--- src/rtl/id_stage_pipe.sv ---
// id_stage_pipe: instruction decode stage with integrated ID/EX pipeline register.
// Decodes instr_in, reads a write-through register file, resolves beq in ID with
// EX-stage forwarding, and raises stall on load-use hazards.
// Optional feature macro: BNE_EN (adds bne, opcode 000101, as an inverted-compare beq).
module id_stage_pipe #(
    parameter int DATA_W = 8,
    parameter int DEPTH  = 8,
    parameter int ADDR_W = 3,
    parameter int IMM_W  = 6,
    parameter int PC_W   = 6
) (
    input  logic              clk,
    input  logic              rst,
    input  logic [31:0]       instr_in,
    input  logic [PC_W-1:0]   pc_next_in,
    input  logic              wb_we,
    input  logic [ADDR_W-1:0] wb_addr,
    input  logic [DATA_W-1:0] wb_data,
    input  logic [ADDR_W-1:0] ex_rd,
    input  logic              ex_reg_write,
    input  logic              ex_mem_read,
    input  logic [DATA_W-1:0] ex_alu_result,
    input  logic              flush_in,
    output logic              stall,
    output logic              branch_taken,
    output logic [PC_W-1:0]   branch_target,
    output logic              illegal_op,
    output logic [DATA_W-1:0] idex_rs_data,
    output logic [DATA_W-1:0] idex_rt_data,
    output logic [DATA_W-1:0] idex_imm,
    output logic [ADDR_W-1:0] idex_rs,
    output logic [ADDR_W-1:0] idex_rt,
    output logic [ADDR_W-1:0] idex_rd,
    output logic [8:0]        idex_ctrl
);

    typedef enum logic [5:0] {
        OP_RTYPE = 6'b000000,
        OP_LW    = 6'b100011,
        OP_SW    = 6'b101011,
        OP_BEQ   = 6'b000100,
        OP_BNE   = 6'b000101
    } opcode_e;

    // {RegWrite,MemtoReg,MemWrite,MemRead,ALUSrc,RegDst,Branch,ALUop[1:0]}
    localparam logic [8:0] CTRL_R  = 9'b100001010;
    localparam logic [8:0] CTRL_LW = 9'b110110000;
    localparam logic [8:0] CTRL_SW = 9'b001010000;
    localparam logic [8:0] CTRL_BR = 9'b000000101;

    opcode_e           op;
    logic [ADDR_W-1:0] rs, rt, rd;
    logic [31:0]       imm_wide;
    logic [8:0]        ctrl_dec;
    logic              uses_rt, is_bne;
    logic [DATA_W-1:0] rs_val, rt_val, br_a, br_b;
    logic              branch_eq, load_use, branch_hz;
    logic              unused_ok;

    logic [DATA_W-1:0] rf_q [DEPTH];
    logic [DATA_W-1:0] rf_d [DEPTH];

    logic [DATA_W-1:0] idex_rs_data_q, idex_rs_data_d;
    logic [DATA_W-1:0] idex_rt_data_q, idex_rt_data_d;
    logic [DATA_W-1:0] idex_imm_q, idex_imm_d;
    logic [ADDR_W-1:0] idex_rs_q, idex_rs_d;
    logic [ADDR_W-1:0] idex_rt_q, idex_rt_d;
    logic [ADDR_W-1:0] idex_rd_q, idex_rd_d;
    logic [8:0]        idex_ctrl_q, idex_ctrl_d;

    assign op       = opcode_e'(instr_in[31:26]);
    assign rs       = instr_in[21 +: ADDR_W];
    assign rt       = instr_in[16 +: ADDR_W];
    assign rd       = instr_in[11 +: ADDR_W];
    assign imm_wide = {{(32-IMM_W){instr_in[IMM_W-1]}}, instr_in[IMM_W-1:0]};
    assign unused_ok = ^{instr_in, imm_wide};

    // Opcode decode into control word, illegal flag and rt-usage for hazard checks
    always_comb begin
        ctrl_dec   = '0;
        illegal_op = 1'b0;
        uses_rt    = 1'b0;
        is_bne     = 1'b0;
        case (op)
            OP_RTYPE: begin ctrl_dec = CTRL_R;  uses_rt = 1'b1; end
            OP_LW:    begin ctrl_dec = CTRL_LW; end
            OP_SW:    begin ctrl_dec = CTRL_SW; uses_rt = 1'b1; end
            OP_BEQ:   begin ctrl_dec = CTRL_BR; uses_rt = 1'b1; end
`ifdef BNE_EN
            OP_BNE:   begin ctrl_dec = CTRL_BR; uses_rt = 1'b1; is_bne = 1'b1; end
`endif
            default:  illegal_op = 1'b1;
        endcase
    end

    // Register-file reads with same-cycle write-back bypass; r0 is hardwired zero
    always_comb begin
        rs_val = rf_q[rs];
        rt_val = rf_q[rt];
        if (wb_we && wb_addr == rs) rs_val = wb_data;
        if (wb_we && wb_addr == rt) rt_val = wb_data;
        if (rs == '0) rs_val = '0;
        if (rt == '0) rt_val = '0;
    end

    // Branch operands: forward EX ALU result unless EX is a load (handled by stall)
    always_comb begin
        br_a = rs_val;
        br_b = rt_val;
        if (ex_reg_write && !ex_mem_read && ex_rd != '0 && ex_rd == rs) br_a = ex_alu_result;
        if (ex_reg_write && !ex_mem_read && ex_rd != '0 && ex_rd == rt) br_b = ex_alu_result;
        branch_eq = (br_a == br_b);
    end

    // Hazard detection, branch resolution and target computation
    always_comb begin
        load_use  = ex_mem_read && ex_rd != '0 && (ex_rd == rs || (ex_rd == rt && uses_rt));
        branch_hz = ctrl_dec[2] && ex_reg_write && ex_mem_read && ex_rd != '0
                    && (ex_rd == rs || ex_rd == rt);
        stall         = load_use || branch_hz;
        branch_taken  = ctrl_dec[2] && (is_bne ? !branch_eq : branch_eq) && !stall && !flush_in;
        branch_target = pc_next_in + imm_wide[PC_W-1:0];
    end

    // Next register-file contents; writes to r0 are dropped
    always_comb begin
        rf_d = rf_q;
        if (wb_we && wb_addr != '0) rf_d[wb_addr] = wb_data;
    end

    // Next ID/EX contents: flush and stall both insert a bubble
    always_comb begin
        idex_ctrl_d    = '0;
        idex_rs_data_d = '0;
        idex_rt_data_d = '0;
        idex_imm_d     = '0;
        idex_rs_d      = '0;
        idex_rt_d      = '0;
        idex_rd_d      = '0;
        if (!flush_in && !stall) begin
            idex_ctrl_d    = ctrl_dec;
            idex_rs_data_d = rs_val;
            idex_rt_data_d = rt_val;
            idex_imm_d     = imm_wide[DATA_W-1:0];
            idex_rs_d      = rs;
            idex_rt_d      = rt;
            idex_rd_d      = rd;
        end
    end

    // State update: reset clears the register file and the ID/EX register
    always_ff @(posedge clk) begin
        if (rst) begin
            rf_q           <= '{default: '0};
            idex_ctrl_q    <= '0;
            idex_rs_data_q <= '0;
            idex_rt_data_q <= '0;
            idex_imm_q     <= '0;
            idex_rs_q      <= '0;
            idex_rt_q      <= '0;
            idex_rd_q      <= '0;
        end else begin
            rf_q           <= rf_d;
            idex_ctrl_q    <= idex_ctrl_d;
            idex_rs_data_q <= idex_rs_data_d;
            idex_rt_data_q <= idex_rt_data_d;
            idex_imm_q     <= idex_imm_d;
            idex_rs_q      <= idex_rs_d;
            idex_rt_q      <= idex_rt_d;
            idex_rd_q      <= idex_rd_d;
        end
    end

    assign idex_ctrl    = idex_ctrl_q;
    assign idex_rs_data = idex_rs_data_q;
    assign idex_rt_data = idex_rt_data_q;
    assign idex_imm     = idex_imm_q;
    assign idex_rs      = idex_rs_q;
    assign idex_rt      = idex_rt_q;
    assign idex_rd      = idex_rd_q;

endmodule
--- config.mk ---
export PLATFORM = sky130hd
export DESIGN_NAME = id_stage_pipe
export DESIGN_NICKNAME = d
export VERILOG_FILES = /design/src/rtl/id_stage_pipe.sv
export SDC_FILE = /design/constraint.sdc
export NUM_CORES = 1
export LEC_CHECK = 0
export ABC_AREA = 1
export BUFFER_PORTS_ARGS = -buffer_cell sky130_fd_sc_hd__buf_2
export CORE_MARGIN = 2
export CORE_UTILIZATION = 36
export DETAILED_ROUTE_END_ITERATION = 8
export PLACE_DENSITY_LB_ADDON = 0.15
export RECOVER_POWER = 25
export SETUP_SLACK_MARGIN = 0.2
export SLEW_MARGIN = 5
export SYNTH_ARGS = -nofsm -noshare
export SYNTH_HDL_FRONTEND = slang
export SYNTH_SLANG_ARGS = --single-unit
--- constraint.sdc ---
create_clock -name clk -period 3.2 [get_ports clk]
set_clock_uncertainty 0.1 [all_clocks]
set_input_delay 0 -clock clk [delete_from_list [all_inputs] [get_ports clk]]
set_output_delay 0 -clock clk [all_outputs]
set_load 0.05 [all_outputs]
==> results_tabular.tex, run 1 <==
\begin{tabular}{lr}
\hline
Metric & Value \\
\hline
\multicolumn{2}{l}{\textbf{Status}} \\
Outcome & finished, violations left \\
Violations in the final reports & negative hold slack \\
\multicolumn{2}{l}{\textbf{Hold path}} \\
Min-delay worst type & in2reg \\
Startpoint of the most critical hold path & wb\_data[5] \\
\multicolumn{2}{l}{\textbf{Clock tree}} \\
Post-CTS clock slew at the launch and capture registers of the worst setup and hold paths & 60 ps \\
Clock buffer count from CTS & 9 \\
CTS tree & built \\
Clock H-tree levels & 3 \\
Later-pin clock latency in the skew report & 360 ps \\
TritonCTS Sinks & 101 \\
Max clock buf depth & 2 \\
Post-CTS setup repair buffer count & 0 \\
CTS root buffer & clkbuf\_16 \\
\multicolumn{2}{l}{\textbf{Die}} \\
Area of the die & 0.01670 mm\^{}2 \\
Floorplan die height & 129.2 um \\
Starting utilization of the core area & 37.01\% \\
Placeable core region & 0.01526 mm\^{}2 \\
Row cnt & 45 \\
IO Count & 117 \\
Die width & 129.2 um \\
\multicolumn{2}{l}{\textbf{Power}} \\
Largest vdd supply drop & 0.2587 mV \\
Cell Pwr Density & 445.8 mW/mm\^{}2 \\
Final total power & 3.029 mW \\
Leakage component of the power & 2.923 nW \\
\multicolumn{2}{l}{\textbf{Global routing}} \\
First-pass GRT wire length & 28080 um \\
GR Layer Usage met1 & 29.01\% \\
Total congestion overflow after global routing & 0 \\
Number of antenna violations at the first check in global routing & 0 \\
Global routing usage on met3 & 4.294\% \\
Highest-utilization routing layer at the global route stage & met2 \\
Met2 Use GR & 36.63\% \\
Overall fraction of global-route tracks in use & 21.95\% \\
Pin count of the biggest net entering global routing & 65 \\
Via count of the first global-routing pass & 5260 \\
\multicolumn{2}{l}{\textbf{Timing}} \\
Setup repair after global routing missed its margin & no \\
Final critical-path required period & 2763 ps \\
Max Clock Freq & 362.0 MHz \\
Max-slew headroom at the worst pin & 50.96\% \\
Worst-margin pin slew & 735.7 ps \\
Final hold vios & 7 \\
Final number of setup-violating endpoints & 0 \\
Hold Slack & -4.079 ps \\
Total Neg Setup Slack & 0 ps \\
Total count of max-transition violations in the final report & 0 \\
Share of the cycle needed by the critical path after routing & 86.34\% \\
\multicolumn{2}{l}{\textbf{Cells and area}} \\
Number of nets at the end of the flow & 1029 \\
Multi-input gate area in the final layout & 0.003042 mm\^{}2 \\
Area of all placed cells without fillers & 0.006793 mm\^{}2 \\
Post-route core utilization & 44.52\% \\
Diode count & 0 \\
Area of all sequential standard cells & 0.002022 mm\^{}2 \\
Count of filler cells inserted in the layout & 1655 \\
Area Growth Syn to Fin & 20.30\% \\
Proportion of layout cells with a drive suffix above 1 & 14.26\% \\
Post-Layout Cell Count & 1172 \\
\multicolumn{2}{l}{\textbf{Placed design}} \\
Buffers added on ports & 105 \\
Number of cells after detailed placement & 1129 \\
Instance area after placement & 0.006289 mm\^{}2 \\
Post-detailed-placement half-perimeter wirelength & 12410 um \\
Placer's final routability congestion estimate & 0.8576 \\
\multicolumn{2}{l}{\textbf{Detailed routing}} \\
Routed length per instance & 15.61 um \\
Via count & 5765 \\
Remaining design rule violation count & 0 \\
Count of nets left with antenna violations after detail routing & 0 \\
1st-pass router iterations & 5 \\
Vias per cell & 4.919 \\
First-iteration detailed-routing DRC count & 488 \\
WL final & 18290 um \\
\multicolumn{2}{l}{\textbf{Synth}} \\
Leading register cell type out of synthesis & dfxtp\_1 \\
Warnings, synthesis & 0 \\
Number of cells produced by synthesis & 847 \\
Mean Syn Cell Area & 6.667 um\^{}2 \\
Number of nets in the synthesized netlist & 919 \\
Distinct cell type count after synthesis & 36 \\
Sequential share of the synthesized area & 35.81\% \\
Number of enable flip-flop cells after synthesis & 0 \\
Post-Synthesis Cell Area & 0.005647 mm\^{}2 \\
Fraction of synthesis flops using an asynchronous set or reset pin & 0\% \\
Synth Register Bits & 101 \\
\multicolumn{2}{l}{\textbf{Setup path}} \\
Worst Path Required & 3340 ps \\
Reg2Reg Capture Point & idex\_rt\_data[6]\$\_SDFF\_PP0\_ \\
Reg-to-reg setup timing slack & 1960 ps \\
CP endpoint & idex\_ctrl[2]\$\_SDFF\_PP0\_ \\
Worst flop-to-flop path startpoint & rf\_q[6]\$\_SDFFE\_PP0P\_ \\
Capturing element type of the critical path & flop \\
Reg2Reg Depth & 6 \\
Worst setup path class & in2reg \\
Launching element of the worst setup path & instr\_in[30] \\
Arrival time of the worst setup path & 2910 ps \\
Type of origin of the critical path & primary input \\
Largest fanout on the critical path & 31 \\
\multicolumn{2}{l}{\textbf{Job}} \\
Number of max-capacitance violations reported & 0 \\
\hline
\end{tabular}
==> power breakdown <==
| group | switching, mW | internal [mW] |
|---|---|---|
| sequential | 0.0206 | 1.30 |
| clock | 0.486 | 0.542 |
| combinational | 0.482 | 0.202 |
==> cell usage after synthesis (2+ instances only) <==
library cell  count  area share, %
a211oi_1         47            6.2
a21oi_1          30            2.7
buf_1             2           0.13
buf_2            16            1.4
buf_4            12            1.6
buf_6             3           0.60
clkbuf_1         19            1.3
clkinv_1          7           0.47
dfxtp_1         101             36
ha_1              5            1.1
inv_1            60            4.0
inv_2            13           0.86
nand2_1         215             14
nand2_2           3           0.33
nand2_4           2           0.40
nand3_1         127             11
nand3_2           7            1.2
nand4_1          15            1.7
nor2_1          114            7.6
nor2_4            5            1.0
nor3_1            2           0.18
o21ai_0          17            1.5
o21ai_1           4           0.35
or2_0             2           0.22
xnor2_1           2           0.31
xnor2_2           2           0.58
xor2_1            6           0.93
==> repair_timing <==
item | CTS | global route
endpoints found under the setup margin | 0 | 1
hold buffers | 28 | 0
hold endpoints to repair | 64 | 0
resized for setup | 0 | 1
==> through the flow <==
| stage | hold slack [ps] | setup slack (ps) |
|---|---|---|
| finish | -4.079 | 437.2 |
| global route | 24.21 | 233.2 |
| CTS | 0.1083 | 367.0 |
| detailed placement | 121.3 | 869.9 |
| global placement | 116.0 | 846.5 |
| floorplan | 12.22 | 1310 |
==> layout by cell type, fill, tap and decap left out, types with 2 or more instances in the layout <==
| cell type | instances |
|---|---|
| or2_0 | 2 |
| nand2_4 | 2 |
| nand2_2 | 3 |
| a21oi_1 | 30 |
| clkbuf_1 | 39 |
| buf_2 | 67 |
| buf_4 | 17 |
| nand3_1 | 127 |
| nand2_1 | 215 |
| a211oi_1 | 47 |
| inv_2 | 13 |
| clkinv_1 | 7 |
| inv_1 | 60 |
| nor2_4 | 5 |
| dlygate4sd3_1 | 28 |
| ha_1 | 5 |
| dfxtp_1 | 101 |
| clkinvlp_4 | 2 |
| xnor2_1 | 2 |
| nor3_1 | 2 |
| nand4_1 | 15 |
| clkinv_2 | 2 |
| xor2_1 | 6 |
| o21ai_1 | 4 |
| xnor2_2 | 2 |
| nor2_1 | 114 |
| clkbuf_16 | 9 |
| nand3_2 | 7 |
| o21ai_0 | 17 |
==> final cells by class <==
class                   instances  area share (%)
well taps                     211           3.887
repair buffers                151           13.21
inverters                      80           4.421
multi-input cells             614           44.78
clock buffers                  11           3.573
clock inverters                 4          0.3684
flip-flops and latches        101           29.77
==> worst max-delay path, stage by stage <==
cell and delay, ps:
dlygate4sd3_1 530, buf_2 130, nor2_1 140, dlygate4sd3_1 560, nand4_1 90, nand2_1 130
nand3_1 80, nand2_1 80, nand3_1 140, nand3b_2 130, buf_6 240, nor3_1 80
dlygate4sd3_1 560
==> cell families (layout without fill, tap and decap cells) <==
group                    count (synthesis)  count (layout)  synth area share, %
AND/OR/NAND/NOR                        497             497                39.24
buffers and inverters                  132             246                10.33
AO/OA/AOI/OAI                          101             101                11.35
flip-flops                             101             101                35.81
XOR/XNOR                                10              10                1.817
adder cells (fa/ha/maj)                  6               6                1.462
==> sequential cells by signal, summed over array words and instances (netlist names) <==
signal        flops
rf_q             64
idex_rs_data      8
idex_rt_data      8
idex_ctrl         6
idex_imm          6
idex_rd           3
idex_rs           3
idex_rt           3
==> layer usage <==
metal	share of wire, %	vias to the layer above
li1	-	2985
met1	47	2580
met2	46	183
met3	6.0	17
met4	1.1	0
met5	0	-
==> worst min path at each step <==
| stage | depth (start not counted) | to |
|---|---|---|
| 2_1_floorplan | 2 | idex_imm[0]$_SDFF_PP0_ |
| 3_3_place_gp | 3 | idex_rd[1]$_SDFF_PP0_ |
| 3_5_place_dp | 3 | idex_rd[2]$_SDFF_PP0_ |
| 4_1_cts | 3 | rf_q[46]$_SDFFE_PP0P_ |
| 5_1_grt | 3 | rf_q[6]$_SDFFE_PP0P_ |
| 6_report | 3 | rf_q[29]$_SDFFE_PP0P_ |
No activity file was read; power rests on OpenSTA's default activity.
==> inputs of run 2 (changes only) <==
==> constraint.sdc (replaced) <==
create_clock -name clk -period 3.2 [get_ports clk]
set_clock_uncertainty 0.1 [all_clocks]
set_input_delay 0.8 -clock clk [delete_from_list [all_inputs] [get_ports clk]]
set_output_delay 0.8 -clock clk [all_outputs]
set_load 0.05 [all_outputs]
==> results_tabular.tex, run 2 (same netlist as run 1, synthesis figures left out) <==
\begin{tabular}{lr}
\hline
Metric & Value \\
\hline
\multicolumn{2}{l}{\textbf{Clock tree}} \\
TritonCTS Sinks & 101 \\
CTS root buffer & clkbuf\_16 \\
Post-CTS clock slew at the launch and capture registers of the worst setup and hold paths & 70 ps \\
Later-pin clock latency in the skew report & 360 ps \\
Max clock buf depth & 2 \\
Clock buffer count from CTS & 9 \\
Clock H-tree levels & 3 \\
Count of hold buffers inserted by post-cts repair & 0 \\
CTS tree & built \\
\multicolumn{2}{l}{\textbf{Cells and area}} \\
Register name with the most flops & rf\_q \\
Diode count & 0 \\
Flip-flop count of the largest register, all copies and words added & 64 \\
Number of nets at the end of the flow & 1080 \\
Top library cells by usage in the layout, fill and taps aside & nand2\_1 (195), nor2\_1 (110), nand3\_1 (108) \\
Proportion of layout cells with a drive suffix above 1 & 31.69\% \\
Most common cell after layout, fill and taps aside & nand2\_1 \\
Post-Layout Cell Count & 1224 \\
Area of all placed cells without fillers & 0.007843 mm\^{}2 \\
Area Growth Syn to Fin & 38.89\% \\
\multicolumn{2}{l}{\textbf{Setup path}} \\
CP cell instances & buf\_12, buf\_4, xor2\_2, nor2\_4, buf\_4, nand3\_4, nand3\_1, nand2\_1, nand2\_1, nand2\_1, nor2\_1, nand3\_1, nor2\_4, buf\_8 \\
Number of buffer and inverter instances along the worst setup path & 4 \\
Cell with the most instances on the worst path & nand2\_1 \\
Max stage delay on crit path & 150 ps \\
Largest fanout on the critical path & 7 \\
Logic depth of the worst setup path including buffers & 14 \\
Type of origin of the critical path & primary input \\
Worst Path Required & 2300 ps \\
Worst flop-to-flop path startpoint & rf\_q[48]\$\_SDFFE\_PP0P\_ \\
Largest delay contributor family on the critical path & simple AND/OR/NAND/NOR gates \\
Reg2Reg Capture Point & idex\_rs\_data[0]\$\_SDFF\_PP0\_ \\
Reg-to-reg setup timing slack & 1830 ps \\
Worst setup path class & in2out \\
Arrival time of the worst setup path & 2400 ps \\
Cell with the largest stage delay on the worst path & xor2\_2 \\
Capturing element type of the critical path & primary output \\
Reg2Reg Depth & 7 \\
\multicolumn{2}{l}{\textbf{Global routing}} \\
Overall fraction of global-route tracks in use & 22.09\% \\
Via count of the first global-routing pass & 5411 \\
Pin count of the biggest net entering global routing & 65 \\
Total congestion overflow after global routing & 0 \\
First-pass GRT wire length & 28370 um \\
Number of antenna violations at the first check in global routing & 0 \\
\multicolumn{2}{l}{\textbf{Detailed routing}} \\
Remaining design rule violation count & 0 \\
Vias per cell & 4.867 \\
Via count & 5957 \\
First-iteration detailed-routing DRC count & 422 \\
WL final & 18490 um \\
Routed length per instance & 15.10 um \\
1st-pass router iterations & 5 \\
Count of nets left with antenna violations after detail routing & 0 \\
\multicolumn{2}{l}{\textbf{Placed design}} \\
Instance area after placement & 0.006929 mm\^{}2 \\
Buffers added on ports & 105 \\
Post-detailed-placement half-perimeter wirelength & 12780 um \\
Post-Place Worst Slack & -272.1 ps \\
Number of cells after detailed placement & 1195 \\
Placer's final routability congestion estimate & 0.9185 \\
\multicolumn{2}{l}{\textbf{Timing}} \\
Final number of setup-violating endpoints & 1 \\
Total Neg Setup Slack & -102.8 ps \\
Max Clock Freq & 302.8 MHz \\
Minimum setup slack in the final design & -102.8 ps \\
Setup repair after global routing missed its margin & yes \\
Final hold vios & 0 \\
Share of the cycle needed by the critical path after routing & 103.2\% \\
Worst-margin pin slew & 1440 ps \\
Max-slew headroom at the worst pin & 4.007\% \\
Final critical-path required period & 3303 ps \\
Total count of max-transition violations in the final report & 0 \\
\multicolumn{2}{l}{\textbf{Hold path}} \\
Startpoint of the most critical hold path & rf\_q[58]\$\_SDFFE\_PP0P\_ \\
Worst hold path cell count & 2 \\
Destination of the worst hold path & rf\_q[58]\$\_SDFFE\_PP0P\_ \\
Min-delay worst type & reg2reg \\
\multicolumn{2}{l}{\textbf{Die}} \\
Starting utilization of the core area & 37.01\% \\
Floorplan die height & 129.2 um \\
Area of the die & 0.01670 mm\^{}2 \\
Die width & 129.2 um \\
Placeable core region & 0.01526 mm\^{}2 \\
IO Count & 117 \\
Row cnt & 45 \\
\multicolumn{2}{l}{\textbf{Status}} \\
Outcome & finished, violations left \\
Violations in the final reports & negative setup slack \\
\multicolumn{2}{l}{\textbf{Job}} \\
Number of max-capacitance violations reported & 0 \\
\multicolumn{2}{l}{\textbf{Power}} \\
Leakage component of the power & 3.528 nW \\
Largest vdd supply drop & 0.4253 mV \\
Cell Pwr Density & 422.2 mW/mm\^{}2 \\
Final total power & 3.311 mW \\
\hline
\end{tabular}
==> run 2: cell count changes in the layout (fill, tap and decap cells not counted), sizes merged <==
cell and change:
clkbuf -37, nand2 +1, bufinv +1, dlygate4sd3 -28
nand3 +1, buf +113, clkinvlp -1, inv +2
==> run 2: layout make-up <==
class / instances / area, um^2
inverters: 80 / 312.8
fillers: 1579 / 7416
flip-flops and latches: 101 / 2022
repair buffers: 200 / 1518
clock inverters: 6 / 71.32
clock buffers: 10 / 229.0
well taps: 211 / 264.0
multi-input cells: 616 / 3426
==> run 2: routing by layer <==
| layer | vias up | share of wire [%] | track usage (%) |
|---|---|---|---|
| met5 | - | 0 | 0 |
| met4 | 0 | 2.6 | 9.015 |
| met3 | 32 | 6.6 | 4.500 |
| met2 | 210 | 45 | 35.33 |
| met1 | 2623 | 46 | 29.20 |
| li1 | 3092 | - | - |
==> run 2: worst min-delay path: stages, from the launching register on <==
cell and delay [ps]:
dfxtp_1 330, inv_1 50, nor2_1 30
==> run 2: worst max-delay path by stage <==
| stage | slack (ps) | to | start |
|---|---|---|---|
| 2_1_floorplan | 40 | branch_taken | instr_in[17] |
| 3_3_place_gp | -260 | branch_taken | instr_in[21] |
| 3_5_place_dp | -270 | branch_taken | instr_in[17] |
| 4_1_cts | -120 | branch_taken | instr_in[21] |
| 5_1_grt | -210 | branch_taken | wb_addr[1] |
| 6_report | -100 | branch_taken | instr_in[16] |
==> run 2: stage by stage <==
step	hold WS [ps]	util (%)
floorplan	316.3	-
global placement	329.3	45.41
detailed placement	334.3	45.41
CTS	347.7	49.76
global route	366.8	51.40
finish	343.4	51.40
==> run 2: report_power, final <==
part           switching [mW]  internal [mW]
clock                   0.503          0.615
combinational           0.544          0.332
sequential             0.0207           1.30
==> run 2: repair_timing <==
item / 4_1_cts / 5_1_grt
gates resized for setup: 59 / 72
buffers inserted: 6 / 3
pin swaps: 22 / 32
gates cloned: 3 / 1
endpoints found under the setup margin: 4 / 5
